==> src/rtl/ceespu_mem_arbiter.sv <==
// rtl/ceespu_mem_arbiter.sv - single-port RAM arbiter between instruction fetch and load/store
//
// Shares one synchronous RAM port between the fetch requester and the execute-stage
// load/store requester. One grant per cycle; reads return through a {valid, owner}
// tag pipeline with a fixed latency of MEM_LAT+2 cycles from grant.
//
// Optional feature: define CEESPU_ARB_STARVE_EN to build the fetch starvation counter.
// Without it, data has strict priority over fetch.
//
// Parameters:
//   MEM_LAT     RAM read latency from registered O_mem_en to valid I_mem_rdata (1..4)
//   STARVE_MAX  consecutive refused fetch cycles before fetch is forced through (1..15)
// Ports:
//   I_clk, I_rst                      clock, synchronous active-high reset
//   I_fetch_req/addr                  fetch read request (held until granted)
//   O_fetch_gnt, O_fetch_stall        combinational grant / stall for fetch
//   O_fetch_valid, O_fetch_data       registered fetch return pulse and word
//   I_data_req/we/addr/wdata/be       load/store request (held until granted)
//   O_data_gnt                        combinational grant for data
//   O_data_valid, O_data_rdata        registered load return pulse and raw word
//   O_mem_en/we/addr/wdata            registered RAM port
//   I_mem_rdata                       RAM read data

module ceespu_mem_arbiter #(
    parameter int MEM_LAT    = 1,
    parameter int STARVE_MAX = 4
) (
    input  logic        I_clk,
    input  logic        I_rst,
    input  logic        I_fetch_req,
    input  logic [13:0] I_fetch_addr,
    output logic        O_fetch_gnt,
    output logic        O_fetch_stall,
    output logic        O_fetch_valid,
    output logic [31:0] O_fetch_data,
    input  logic        I_data_req,
    input  logic        I_data_we,
    input  logic [13:0] I_data_addr,
    input  logic [31:0] I_data_wdata,
    input  logic [3:0]  I_data_be,
    output logic        O_data_gnt,
    output logic        O_data_valid,
    output logic [31:0] O_data_rdata,
    output logic        O_mem_en,
    output logic [3:0]  O_mem_we,
    output logic [13:0] O_mem_addr,
    output logic [31:0] O_mem_wdata,
    input  logic [31:0] I_mem_rdata
);

    logic fetch_wins;

`ifdef CEESPU_ARB_STARVE_EN
    localparam int CW = $clog2(STARVE_MAX + 1);

    logic [CW-1:0] starve_cnt;

    // Counts consecutive cycles fetch was refused; reaching STARVE_MAX hands the
    // next contended cycle to fetch, and that grant clears the count.
    always_ff @(posedge I_clk) begin
        if (I_rst) begin
            starve_cnt <= '0;
        end else if (!I_fetch_req || O_fetch_gnt) begin
            starve_cnt <= '0;
        end else if (starve_cnt != CW'(STARVE_MAX)) begin
            starve_cnt <= starve_cnt + CW'(1);
        end
    end

    assign fetch_wins = (starve_cnt == CW'(STARVE_MAX));
`else
    assign fetch_wins = 1'b0;
`endif

    // Arbitration: data first unless fetch has been starved long enough.
    always_comb begin
        O_fetch_gnt = 1'b0;
        O_data_gnt  = 1'b0;
        if (!I_rst) begin
            if (I_data_req && !(I_fetch_req && fetch_wins)) begin
                O_data_gnt = 1'b1;
            end else if (I_fetch_req) begin
                O_fetch_gnt = 1'b1;
            end
        end
    end

    assign O_fetch_stall = I_fetch_req & ~O_fetch_gnt;

    logic rd_issue;
    assign rd_issue = O_fetch_gnt | (O_data_gnt & ~I_data_we);

    // Tag pipeline: stage 0 lines up with the RAM port cycle, stage MEM_LAT with
    // the cycle the RAM returns the word. Owner 1 = data, 0 = fetch.
    logic [MEM_LAT:0] tag_valid;
    logic [MEM_LAT:0] tag_owner;

    always_ff @(posedge I_clk) begin
        if (I_rst) begin
            O_mem_en    <= 1'b0;
            O_mem_we    <= 4'b0;
            O_mem_addr  <= 14'b0;
            O_mem_wdata <= 32'b0;
            tag_valid   <= '0;
            tag_owner   <= '0;
        end else begin
            O_mem_en <= O_fetch_gnt | O_data_gnt;
            O_mem_we <= (O_data_gnt && I_data_we) ? I_data_be : 4'b0;
            // Fetch carries no write data, so wdata only moves on a data grant.
            if (O_data_gnt) begin
                O_mem_addr  <= I_data_addr;
                O_mem_wdata <= I_data_wdata;
            end else if (O_fetch_gnt) begin
                O_mem_addr  <= I_fetch_addr;
            end
            tag_valid <= {tag_valid[MEM_LAT-1:0], rd_issue};
            tag_owner <= {tag_owner[MEM_LAT-1:0], O_data_gnt};
        end
    end

    always_ff @(posedge I_clk) begin
        if (I_rst) begin
            O_fetch_valid <= 1'b0;
            O_fetch_data  <= 32'b0;
            O_data_valid  <= 1'b0;
            O_data_rdata  <= 32'b0;
        end else begin
            O_fetch_valid <= tag_valid[MEM_LAT] & ~tag_owner[MEM_LAT];
            O_data_valid  <= tag_valid[MEM_LAT] &  tag_owner[MEM_LAT];
            if (tag_valid[MEM_LAT] && !tag_owner[MEM_LAT]) begin
                O_fetch_data <= I_mem_rdata;
            end
            if (tag_valid[MEM_LAT] && tag_owner[MEM_LAT]) begin
                O_data_rdata <= I_mem_rdata;
            end
        end
    end

endmodule

==> config.mk <==
export PLATFORM = sky130hd
export DESIGN_NAME = ceespu_mem_arbiter
export DESIGN_NICKNAME = d
export VERILOG_FILES = /design/src/rtl/ceespu_mem_arbiter.sv
export SDC_FILE = /design/constraint.sdc
export NUM_CORES = 1
export LEC_CHECK = 0
export CORE_MARGIN = 2
export CORE_UTILIZATION = 36
export CTS_CLUSTER_SIZE = 12
export DETAILED_ROUTE_END_ITERATION = 16
export PLACE_DENSITY = 0.76
export RECOVER_POWER = 50
export SLEW_MARGIN = 0
export SYNTH_ARGS = -nofsm -noshare
export SYNTH_HDL_FRONTEND = slang
export SYNTH_SLANG_ARGS = --single-unit
==> constraint.sdc <==
create_clock -name I_clk -period 1.01 [get_ports I_clk]
set_clock_uncertainty 0.05 [all_clocks]
set_input_delay 0.1515 -clock I_clk [delete_from_list [all_inputs] [get_ports I_clk]]
set_output_delay 0.1515 -clock I_clk [all_outputs]
set_load 0.005 [all_outputs]
=== Word-level counts from Yosys, hierarchy flattened ===
Cells that the tools add are included.

* Mux-type cells: 7
* Reductions and logical operators: 6
* Bitwise logic cells: 10

{| class="wikitable"
|+ Operator list
! kind !! count
|-
| 14-bit 2-to-1 mux || 2
|-
| 1-bit 2-to-1 mux || 5
|-
| 1-bit AND || 4
|-
| 1-bit NOT || 4
|-
| 1-bit logical AND || 3
|-
| 1-bit bitwise OR || 2
|-
| 2-bit nonzero test || 1
|-
| 2-bit OR reduction || 1
|-
| 1-bit zero test || 1
|}

* Output and inout port bits: 120
* Bits of input ports: 101
* Word-level logic and storage cells: 33
* Bits in registers: 121

=== Longest topological paths before layout ===
Gate-level depths: netlist of the first run.

* Depth in word-level cells: 5
* Depth in mapped cells: 5
* Mapped depth without buffers: 3

=== Least setup slack after synthesis of the first run ===
No wires, ideal clock.

* Kind: register -> register
* Start point: register tag_owner[1]
* End point: register O_data_rdata[10]
* Slack: -0.021 ns
* Setup time: 0.132 ns
* Buffers on the path: 2
* Stages on the path, launching flop included: 6
* Required time: 0.828 ns
* Arrival time: 0.849 ns
* Clock period less this slack: 1.031 ns
* Cells stage by stage: dfxtp_1 -> and2_1 -> buf_2 -> buf_4 -> nand2_1 -> a21oi_1

* Word-level cells in the longest chain between the ends: 1

{| class="wikitable"
|+ Ends and longest elaborated chain
! element !! line !! text
|-
| from (decl) || 96 || <nowiki>logic [MEM_LAT:0] tag_owner;</nowiki>
|-
| from (signal assigned) || 117 || <nowiki>tag_owner <= {tag_owner[MEM_LAT-1:0], O_data_gnt};</nowiki>
|-
| 1-bit logical AND || 133 || <nowiki>if (tag_valid[MEM_LAT] && tag_owner[MEM_LAT]) begin</nowiki>
|-
| to (signal assigned) || 134 || <nowiki>O_data_rdata <= I_mem_rdata;</nowiki>
|-
| to (decl) || 43 || <nowiki>output logic [31:0] O_data_rdata,</nowiki>
|}

Every way passes these cells.
A chain may end at the register's enable or synchronous reset.

=== Worst setup path in the final report of the first run ===
* Start point: register tag_valid[1]
* End point: register O_fetch_data[16]

* Word-level cells in the longest chain between the ends: 1

{| class="wikitable"
|+ Ends and longest elaborated chain
! element !! line !! text
|-
| from (decl) || 95 || <nowiki>logic [MEM_LAT:0] tag_valid;</nowiki>
|-
| from (signal assigned) || 116 || <nowiki>tag_valid <= {tag_valid[MEM_LAT-1:0], rd_issue};</nowiki>
|-
| 1-bit logical AND || 130 || <nowiki>if (tag_valid[MEM_LAT] && !tag_owner[MEM_LAT]) begin</nowiki>
|-
| to (signal assigned) || 131 || <nowiki>O_fetch_data <= I_mem_rdata;</nowiki>
|-
| to (decl) || 35 || <nowiki>output logic [31:0] O_fetch_data,</nowiki>
|}

Every way passes these cells.

==> results of run 1 <==
-- final timing paths --
| kind | to | slack, ps | from | cells past startpoint |
|---|---|---|---|---|
| min | O_mem_wdata[24] | 60 | I_rst | 3 |
| max | O_fetch_data[16] | -110 | tag_valid[1] | 4 |
| min reg2reg | tag_owner[1] | 380 | tag_owner[0] | 1 |
| max reg2reg | O_fetch_data[16] | -110 | tag_valid[1] | 4 |
-- registers in the layout (all words and copies together) (netlist names) --
| register | cells |
|---|---|
| tag_valid | 2 |
| O_mem_addr | 14 |
| O_data_rdata | 32 |
| O_fetch_data | 32 |
| O_mem_wdata | 32 |
| O_mem_we | 4 |
| O_data_valid | 1 |
| O_mem_en | 1 |
| O_fetch_valid | 1 |
| tag_owner | 2 |
-- critical path, cell delays in order, from the launching register on --
cell and delay, ps:
dfxtp_4 360, nor2b_4 220, buf_6 180, nand2_1 70, a21oi_1 150
-- synthesized netlist by cell type --
cell      instances
a211oi_1          1
a21oi_1          64
and2_1            1
and3_1            4
and3b_1           1
buf_1             3
buf_12            1
buf_2            10
buf_4             7
buf_6             4
clkbuf_1         10
dfxtp_1         121
mux2_2            7
mux2_4            7
mux2i_1          46
nand2_1         129
nand2b_1          1
nor2_1           48
nor2b_1           5
nor3b_1           2
o21a_1            1
-- metal layers --
metal	track usage, %	vias to the layer above	wire length (µm)
met5	0	-	0
li1	-	2033	-
met3	7.68	20	1190
met2	36.3	196	7090
met4	7.48	0	244
met1	23.4	1982	5470
-- repair_timing --
item,CTS,global route
resized for setup,656,70
cloned,3,2
setup buffers,12,5
hold buffers,0,0
setup endpoints to repair,198,184
pin swaps,12,11
-- report_power, final --
part	switching [mW]	internal, mW	total [mW]
Sequential	0.126	5.00	5.13
Combinational	0.567	0.911	1.48
Clock	2.01	3.42	5.42
Total	2.70	9.33	12.0
-- area by class of cell --
cell class	count	area, µm²	area share [%]
clock buffer	23	458	5.97
clock inverter	9	75.1	0.979
multi-input combinational	317	1930	25.1
sequential	121	2560	33.4
tap	147	184	2.40
timing repair buffer	257	2470	32.2
-- cell families (layout without fill, tap and decap cells) --
group                  Yosys count  count (layout)
flip-flops                     121             121
multiplexers                    60              60
AO/OA/AOI/OAI                   66              66
AND/OR/NAND/NOR                191             191
buffers and inverters           35             289
==> flow_summary_export.csv, run 1 <==
group,metric,value,unit
cells_and_area,layout_common_cells,"nand2_1 (116), dfxtp_2 (102), clkdlybuf4s50_1 (96)",
setup_path,critPathKind,"register to register",
placed_design,routabilityCongestion,0.801,
clock_network,cts.reportedPaths.clkPinSlew,60,ps
logic_synthesis,netlist.area_leader.share,55.4,%
detailed_routing,firstDrtPassIters,4,
logic_synthesis,yosys-mux-area-fraction,14.7,%
placed_design,dp_slack,-675,ps
clock_network,htree_levels,4,
grt,grt_max_degree,64,
outcome,violations,"negative setup slack",
logic_synthesis,synth-simple-area-share,17.3,%
placed_design,hpwlAfterDp,9.06,mm
placed_design,dp_cells,823,
setup_path,crit_path_start_kind,"register",
cells_and_area,drive_gt1_share,46.8,%
clock_network,cts_num_sinks,121,
cells_and_area,postLayoutCellArea,7670,µm²
sta,setup_viol,181,
clock_network,insertion_delay,390,ps
setup_path,critical_path_peak_fanout,8,
sta,post-route-min-period,1120,ps
logic_synthesis,yosys.area_share.adder,0,%
detailed_routing,drt_iter0_markers,325,
logic_synthesis,yosysTopAreaCell,"dfxtp_1",
floorplanning,fp.dieH,114,µm
detailed_routing,detail_route.wirelength,14.0,mm
placed_design,place_area,6740,µm²
floorplanning,core.rowCount,40,
power,p_leak,3.38,nW
cells_and_area,fin_util,64.1,%
floorplanning,die_x,114,µm
floorplanning,start_util,36.6,%
logic_synthesis,synth_warnings,0,
sta,holdWs,60.8,ps
logic_synthesis,syn-cell-area,4380,µm²
floorplanning,dieArea,13100,µm²
grt,grt_pass1_vias,4328,
clock_network,cts_max_path_buffers,2,
logic_synthesis,yosys.cell_types.count,21,
setup_path,crit_path_end_kind,"register",
grt,antenna_found_initial,0,
sta,finalSetupTns,-6630,ps
detailed_routing,wl_per_cell,16.0,µm
detailed_routing,drc_errors,0,
logic_synthesis,ys_top_cells_by_area,"dfxtp_1 (55%), nand2_1 (11%), mux2i_1 (11%), a21oi_1 (7.3%), nor2_1 (4.1%)",
power,power_density,1570,nW/µm²
sta,relSlewSlack,51.7,%
power,power,12.0,mW
detailed_routing,via_per_inst,4.84,
detailed_routing,detail-route-antenna-nets,0,
sta,final_hold_viol_count,0,
cells_and_area,n_antenna_cell,0,
sta,layout_setup_ws,-114,ps
floorplanning,ioPinCount,221,
sta,slew_violations,0,
logic_synthesis,synthCells,473,
setup_path,worstPathArrival,1370,ps
logic_synthesis,synth_compound_area_share,7.66,%
clock_network,numCtsBuffers,17,
grt,globalRouteOverflowTotal,0,
logic_synthesis,synth_top_family_by_area,"simple AND/OR/NAND/NOR gates",
min_path,hp-class,"input pin to register",
power,peakVddDrop,0.925,mV
cells_and_area,final_common_cell,"nand2_1",
placed_design,portBuffers,220,
sta,grt_setup_unrepaired,"yes",
grt,track_usage,20.9,%
logic_synthesis,syn_area_per_cell,9.25,µm²
logic_synthesis,ys_seq_area_share,55.4,%
sta,post-route-period-util,111,%
sta,worst_pin_slew,724,ps
cells_and_area,area_growth,75.2,%
cells_and_area,final_cells,874,
floorplanning,core,12000,µm²
grt,grt_pass1_wl,21.2,mm
logic_synthesis,synthXorXnorAreaFrac,0,%
job,maxCapViolations,0,
clock_network,root_buffer,"clkbuf_16",
cells_and_area,fillCellCount,975,
detailed_routing,num_vias,4231,
cells_and_area,fin_nets,815,
setup_path,cp.required,1260,ps
sta,fmax,0.889,GHz
outcome,status,"finished, violations left",
logic_synthesis,syn_nets,574,
clock_network,cts_tree,"done",
logic_synthesis,ys_seq_elements,121,
Power figures use the tool's default switching activity.
==> run 2, diff against run 1 <==
--- a/config.mk
+++ b/config.mk
@@ -5,7 +5,7 @@
 export SDC_FILE = /design/constraint.sdc
 export NUM_CORES = 1
 export LEC_CHECK = 0
-export CORE_MARGIN = 2
+export CORE_MARGIN = 4
 export CORE_UTILIZATION = 36
 export CTS_CLUSTER_SIZE = 12
 export DETAILED_ROUTE_END_ITERATION = 16
==> run 2 against run 1 <==
The run still ends with negative setup slack left. Worst setup slack worse by 3.3 ps. Global-route usage is 0.95 points lower. Clock power is 1% higher. Non-clock buffer count is 2 lower. Die area is 7.1% higher. Maximum frequency is 0.29% lower. Flip-flop and latch count stayed put. Critical path type unchanged. Combinational power is 5% higher. Largest cell class unchanged.
==> flow_summary_export.csv, run 2 (synthesized netlist as in run 1, its figures left out) <==
group,metric,value,unit
sta,final_hold_viol_count,0,
detailed_routing,firstDrtPassIters,4,
detailed_routing,drt-met1-wl,5.62,mm
floorplanning,core,12000,µm²
sta,setup_viol,182,
power,power,12.2,mW
detailed_routing,drc_errors,0,
clock_network,cts.hold.buffers_added,0,
detailed_routing,met2_length,7.53,mm
sta,relSlewSlack,48.9,%
sta,fmax,0.887,GHz
cells_and_area,area_growth,81.2,%
grt,grt_pass1_vias,4316,
floorplanning,dieArea,14000,µm²
setup_path,path_cells,"nor2b_4 > buf_6 > clkbuf_16 > nand2_1 > a21oi_2",
setup_path,critPathKind,"register to register",
grt,grt_pass1_wl,22.1,mm
placed_design,hpwlAfterDp,9.35,mm
cells_and_area,layout_common_cells,"dfxtp_2 (113), nand2_1 (99), clkdlybuf4s50_1 (96)",
sta,post-route-period-util,112,%
floorplanning,start_util,36.6,%
placed_design,portBuffers,220,
detailed_routing,detail-route-antenna-nets,0,
setup_path,cp.required,1290,ps
detailed_routing,dr_wl_met3,1.55,mm
outcome,violations,"negative setup slack",
detailed_routing,drt_iter0_markers,258,
sta,holdWs,56.0,ps
floorplanning,core.rowCount,40,
detailed_routing,wl_per_cell,17.2,µm
job,maxCapViolations,0,
sta,worst_pin_slew,766,ps
detailed_routing,via_per_inst,4.84,
grt,globalRouteOverflowTotal,0,
floorplanning,fp.dieH,118,µm
cells_and_area,fin_nets,813,
placed_design,routabilityCongestion,0.781,
setup_path,cpLargestDelayFamily,"flip-flops",
placed_design,place_area,6730,µm²
outcome,status,"finished, violations left",
power,peakVddDrop,0.819,mV
min_path,hp-class,"input pin to register",
detailed_routing,num_vias,4214,
grt,track_usage,19.9,%
clock_network,htree_levels,4,
grt,grt_max_degree,59,
setup_path,slowest_delay,360,ps
setup_path,critical_path_peak_fanout,8,
cells_and_area,top_regs,"O_data_rdata (32), O_fetch_data (32), O_mem_wdata (32)",
sta,post-route-min-period,1130,ps
cells_and_area,n_antenna_cell,0,
cells_and_area,final_common_cell,"dfxtp_2",
setup_path,worstPathArrival,1410,ps
clock_network,cts_tree,"done",
cells_and_area,fillCellCount,923,
sta,layout_setup_ws,-118,ps
clock_network,cts_max_path_buffers,2,
cells_and_area,postLayoutCellArea,7930,µm²
power,power_density,1540,nW/µm²
setup_path,path_buf_inv,2,
cells_and_area,drive_gt1_share,54.0,%
setup_path,crit_path_start_kind,"register",
floorplanning,ioPinCount,221,
clock_network,numCtsBuffers,17,
clock_network,insertion_delay,410,ps
setup_path,crit_path_end_kind,"register",
detailed_routing,detail_route.wirelength,15.0,mm
clock_network,cts.reportedPaths.clkPinSlew,50,ps
sta,grt_setup_unrepaired,"yes",
power,p_leak,3.46,nW
grt,antenna_found_initial,0,
floorplanning,die_x,118,µm
detailed_routing,dr.max_layer_used,"met4",
clock_network,cts_num_sinks,121,
setup_path,cp_slowest_cell,"dfxtp_4",
clock_network,root_buffer,"clkbuf_16",
sta,slew_violations,0,
## run 2: cell count changes in the layout (fill, tap and decap cells not counted), moves of 10 or more
cell	previous run	this run
a21oi_1	43	22
a21oi_2	21	42
dfxtp_2	102	113
nand2_2	3	16
dfxtp_1	17	6
nand2_1	116	99
buf_2	48	38
## run 2: final timing paths
kind	start	end	slack, ps	cells after the start
max	tag_valid[1]	O_fetch_data[27]	-120	5
min	I_rst	O_mem_addr[6]	60	3
max reg2reg	tag_valid[1]	O_fetch_data[27]	-120	5
min reg2reg	tag_owner[0]	tag_owner[1]	390	1
## run 2: metrics by stage
stage / utilization (%) / TNS, ps / setup WS [ps] / cells
floorplan: - / -670 / -21.4 / 473
detailed placement: 56.3 / -20060 / -653 / 820
CTS: 61.0 / -10490 / -109 / 862
global route: 66.3 / -17670 / -191 / 871
global placement: 56.3 / -16810 / -636 / 820
finish: 66.3 / -9050 / -118 / 871
## run 2: metal layers
metal  vias up  track usage [%]
li1       2024                -
met1      1970             21.0
met2       194             32.7
met3        26             11.1
met4         0             8.50
met5         -                0
## run 2: tightest hold or removal path, stage by stage
cell and delay (ps):
buf_4 120, buf_4 150, nor2_1 50
## run 2: layout make-up
| class | count | area (µm²) | area share, % |
|---|---|---|---|
| clock buffer | 21 | 460 | 5.81 |
| multi-input combinational | 317 | 2070 | 26.1 |
| timing repair buffer | 255 | 2570 | 32.4 |
| clock inverter | 10 | 77.6 | 0.978 |
| tap | 147 | 184 | 2.32 |
| sequential | 121 | 2570 | 32.4 |
## run 2: power breakdown
part	internal, mW	switching [mW]
Clock	3.45	2.03
Sequential	5.01	0.130
Combinational	0.955	0.602
Total	9.41	2.77
## run 2: repair_timing
action                     4_1_cts  5_1_grt
cloned                           3        4
setup endpoints to repair      198      184
gates resized for setup        651      122
buffers inserted                 8        5
pin swaps                        0       33
hold endpoints to repair         0        0
==> run 3, diff against run 2 <==
--- a/config.mk
+++ b/config.mk
@@ -6,10 +6,11 @@
 export NUM_CORES = 1
 export LEC_CHECK = 0
 export CORE_MARGIN = 4
-export CORE_UTILIZATION = 36
-export CTS_CLUSTER_SIZE = 12
+export CORE_UTILIZATION = 55
+export CTS_CLUSTER_SIZE = 10
 export DETAILED_ROUTE_END_ITERATION = 16
-export PLACE_DENSITY = 0.76
+export DONT_BUFFER_PORTS = 1
+export PLACE_DENSITY = 0.73
 export RECOVER_POWER = 50
 export SLEW_MARGIN = 0
 export SYNTH_ARGS = -nofsm -noshare
==> run 3 against run 2 <==
Global-route usage increased by 2.9 points. Clock power increased by 12%. Routed wire length decreased by 21%. Non-clock buffer count decreased by 232. Sequential power about the same. Cell count decreased by 32%. The run ends with negative hold slack, negative setup slack left. Register-to-register slack about the same.
==> flow_summary_export.csv, run 3 (synthesized netlist as in run 1, its figures left out) <==
group,metric,value,unit
sta,layout_setup_ws,-114,ps
clock_network,cts_num_sinks,121,
floorplanning,start_util,56.6,%
cells_and_area,fin_nets,581,
sta,relSlewSlack,81.7,%
clock_network,cts.hold.buffers_added,9,
sta,setup_viol,181,
power,p_leak,2.40,nW
setup_path,cp_slowest_cell,"dfxtp_4",
setup_path,slowest_delay,370,ps
detailed_routing,met2_length,6.07,mm
grt,antenna_found_initial,0,
detailed_routing,drc_errors,0,
min_path,hp-class,"input pin to register",
clock_network,cts.reportedPaths.clkPinSlew,60,ps
clock_network,insertion_delay,490,ps
job,maxCapViolations,0,
floorplanning,die_x,97.2,µm
floorplanning,core,7730,µm²
grt,grt_pass1_vias,3243,
clock_network,cts_max_path_buffers,2,
cells_and_area,area_growth,31.8,%
setup_path,crit_path_end_kind,"register",
cells_and_area,n_antenna_cell,0,
detailed_routing,firstDrtPassIters,6,
clock_network,cts_tree,"done",
setup_path,critical_path_peak_fanout,8,
clock_network,htree_levels,4,
outcome,status,"finished, violations left",
power,power,11.9,mW
detailed_routing,detail_route.wirelength,11.8,mm
power,peakVddDrop,1.13,mV
placed_design,hpwlAfterDp,7.02,mm
setup_path,cp.required,1390,ps
sta,worst_pin_slew,274,ps
sta,grt_setup_unrepaired,"yes",
setup_path,path_buf_inv,1,
sta,final_hold_viol_count,114,
detailed_routing,dr.max_layer_used,"met4",
sta,fmax,0.890,GHz
cells_and_area,layout_common_cells,"dfxtp_2 (95), nand2_1 (95), nor2_1 (48)",
clock_network,numCtsBuffers,17,
detailed_routing,dr_wl_met3,1.37,mm
sta,holdWs,-334,ps
placed_design,dp_slack,-100,ps
grt,track_usage,22.8,%
sta,finalSetupTns,-7760,ps
setup_path,worstPathArrival,1500,ps
grt,grt_max_degree,121,
setup_path,critPathKind,"register to register",
setup_path,path_cells,"and2_4 > clkbuf_16 > nand2_4 > a21oi_2",
setup_path,crit_path_start_kind,"register",
sta,slew_violations,0,
cells_and_area,drive_gt1_share,48.6,%
outcome,violations,"negative hold slack, negative setup slack",
placed_design,place_area,4380,µm²
grt,globalRouteOverflowTotal,0,
sta,post-route-min-period,1120,ps
detailed_routing,drt_iter0_markers,132,
floorplanning,dieArea,9450,µm²
floorplanning,fp.dieH,97.2,µm
setup_path,cpLargestDelayFamily,"flip-flops",
sta,post-route-period-util,111,%
cells_and_area,top_regs,"O_data_rdata (32), O_fetch_data (32), O_mem_wdata (32)",
grt,grt_pass1_wl,17.2,mm
detailed_routing,via_per_inst,5.55,
cells_and_area,postLayoutCellArea,5770,µm²
clock_network,root_buffer,"clkbuf_8",
placed_design,routabilityCongestion,0.829,
floorplanning,ioPinCount,221,
floorplanning,core.rowCount,32,
power,power_density,2060,nW/µm²
detailed_routing,detail-route-antenna-nets,0,
detailed_routing,num_vias,3299,
detailed_routing,drt-met1-wl,4.18,mm
placed_design,portBuffers,0,
detailed_routing,wl_per_cell,19.9,µm
[run 3: cell types whose count changed in the layout (fill, tap and decap cells not counted), moves of 4 or more]
cell	before	now
a21oi_1	22	17
a21oi_2	42	47
buf_2	38	0
buf_4	19	1
buf_6	83	3
clkdlybuf4s50_1	96	0
dfxtp_1	6	24
dfxtp_2	113	95
dlygate4sd3_1	1	9
nand2_1	99	95
nand2_2	16	7
nand2_4	14	27
[run 3: worst paths after layout]
kind                            cells after the start  slack (ps)         start                to
worst max-delay path                                4        -110  tag_owner[1]  O_data_rdata[10]
worst min-delay path                                1        -330         I_rst     O_mem_addr[6]
worst max register to register                      4        -110  tag_owner[1]  O_data_rdata[10]
worst min register to register                      1         380  tag_valid[0]      tag_valid[1]
[run 3: routing by layer]
metal / GRT usage, % / vias up
li1: - / 1554
met1: 23.8 / 1542
met2: 39.0 / 186
met3: 12.0 / 17
met4: 8.32 / 0
met5: 0 / -
[run 3: area by class of cell]
cell class              instances  area, µm²
well taps                     102        128
clock buffers                  18        428
multi-input cells             317       2150
clock inverters                13        178
flip-flops and latches        121       2550
repair buffers                 23        335
fillers                       500       1960
[run 3: through the flow]
step	hold slack, ps	cells	util [%]
after floorplan	205	473	-
after global placement	182	548	56.6
after detailed placement	184	548	56.6
after CTS	-363	592	69.8
after global routing	-372	594	74.6
final	-334	594	74.6
[run 3: power breakdown]
| part | internal, mW | total, mW | switching [mW] |
|---|---|---|---|
| clock | 4.04 | 6.15 | 2.11 |
| combinational | 0.323 | 0.546 | 0.222 |
| sequential | 4.99 | 5.16 | 0.160 |
| total | 9.36 | 11.9 | 2.50 |
[run 3: worst reg2reg max path, delay by kind of cell (launching register included)]
| family | cells | cell delay, ps |
|---|---|---|
| flip-flops | 1 | 370 |
| buffers and inverters | 1 | 220 |
| AO/OA/AOI/OAI | 1 | 130 |
| AND/OR/NAND/NOR | 2 | 290 |
[run 3: what timing repair did]
action                                  in CTS  in global routing
resized for setup                          148                 97
endpoints found under the setup margin     181                181
endpoints found under the hold margin      121                114
pin swaps                                    5                 52
setup buffers                                1                  0
gates cloned                                 3                  2
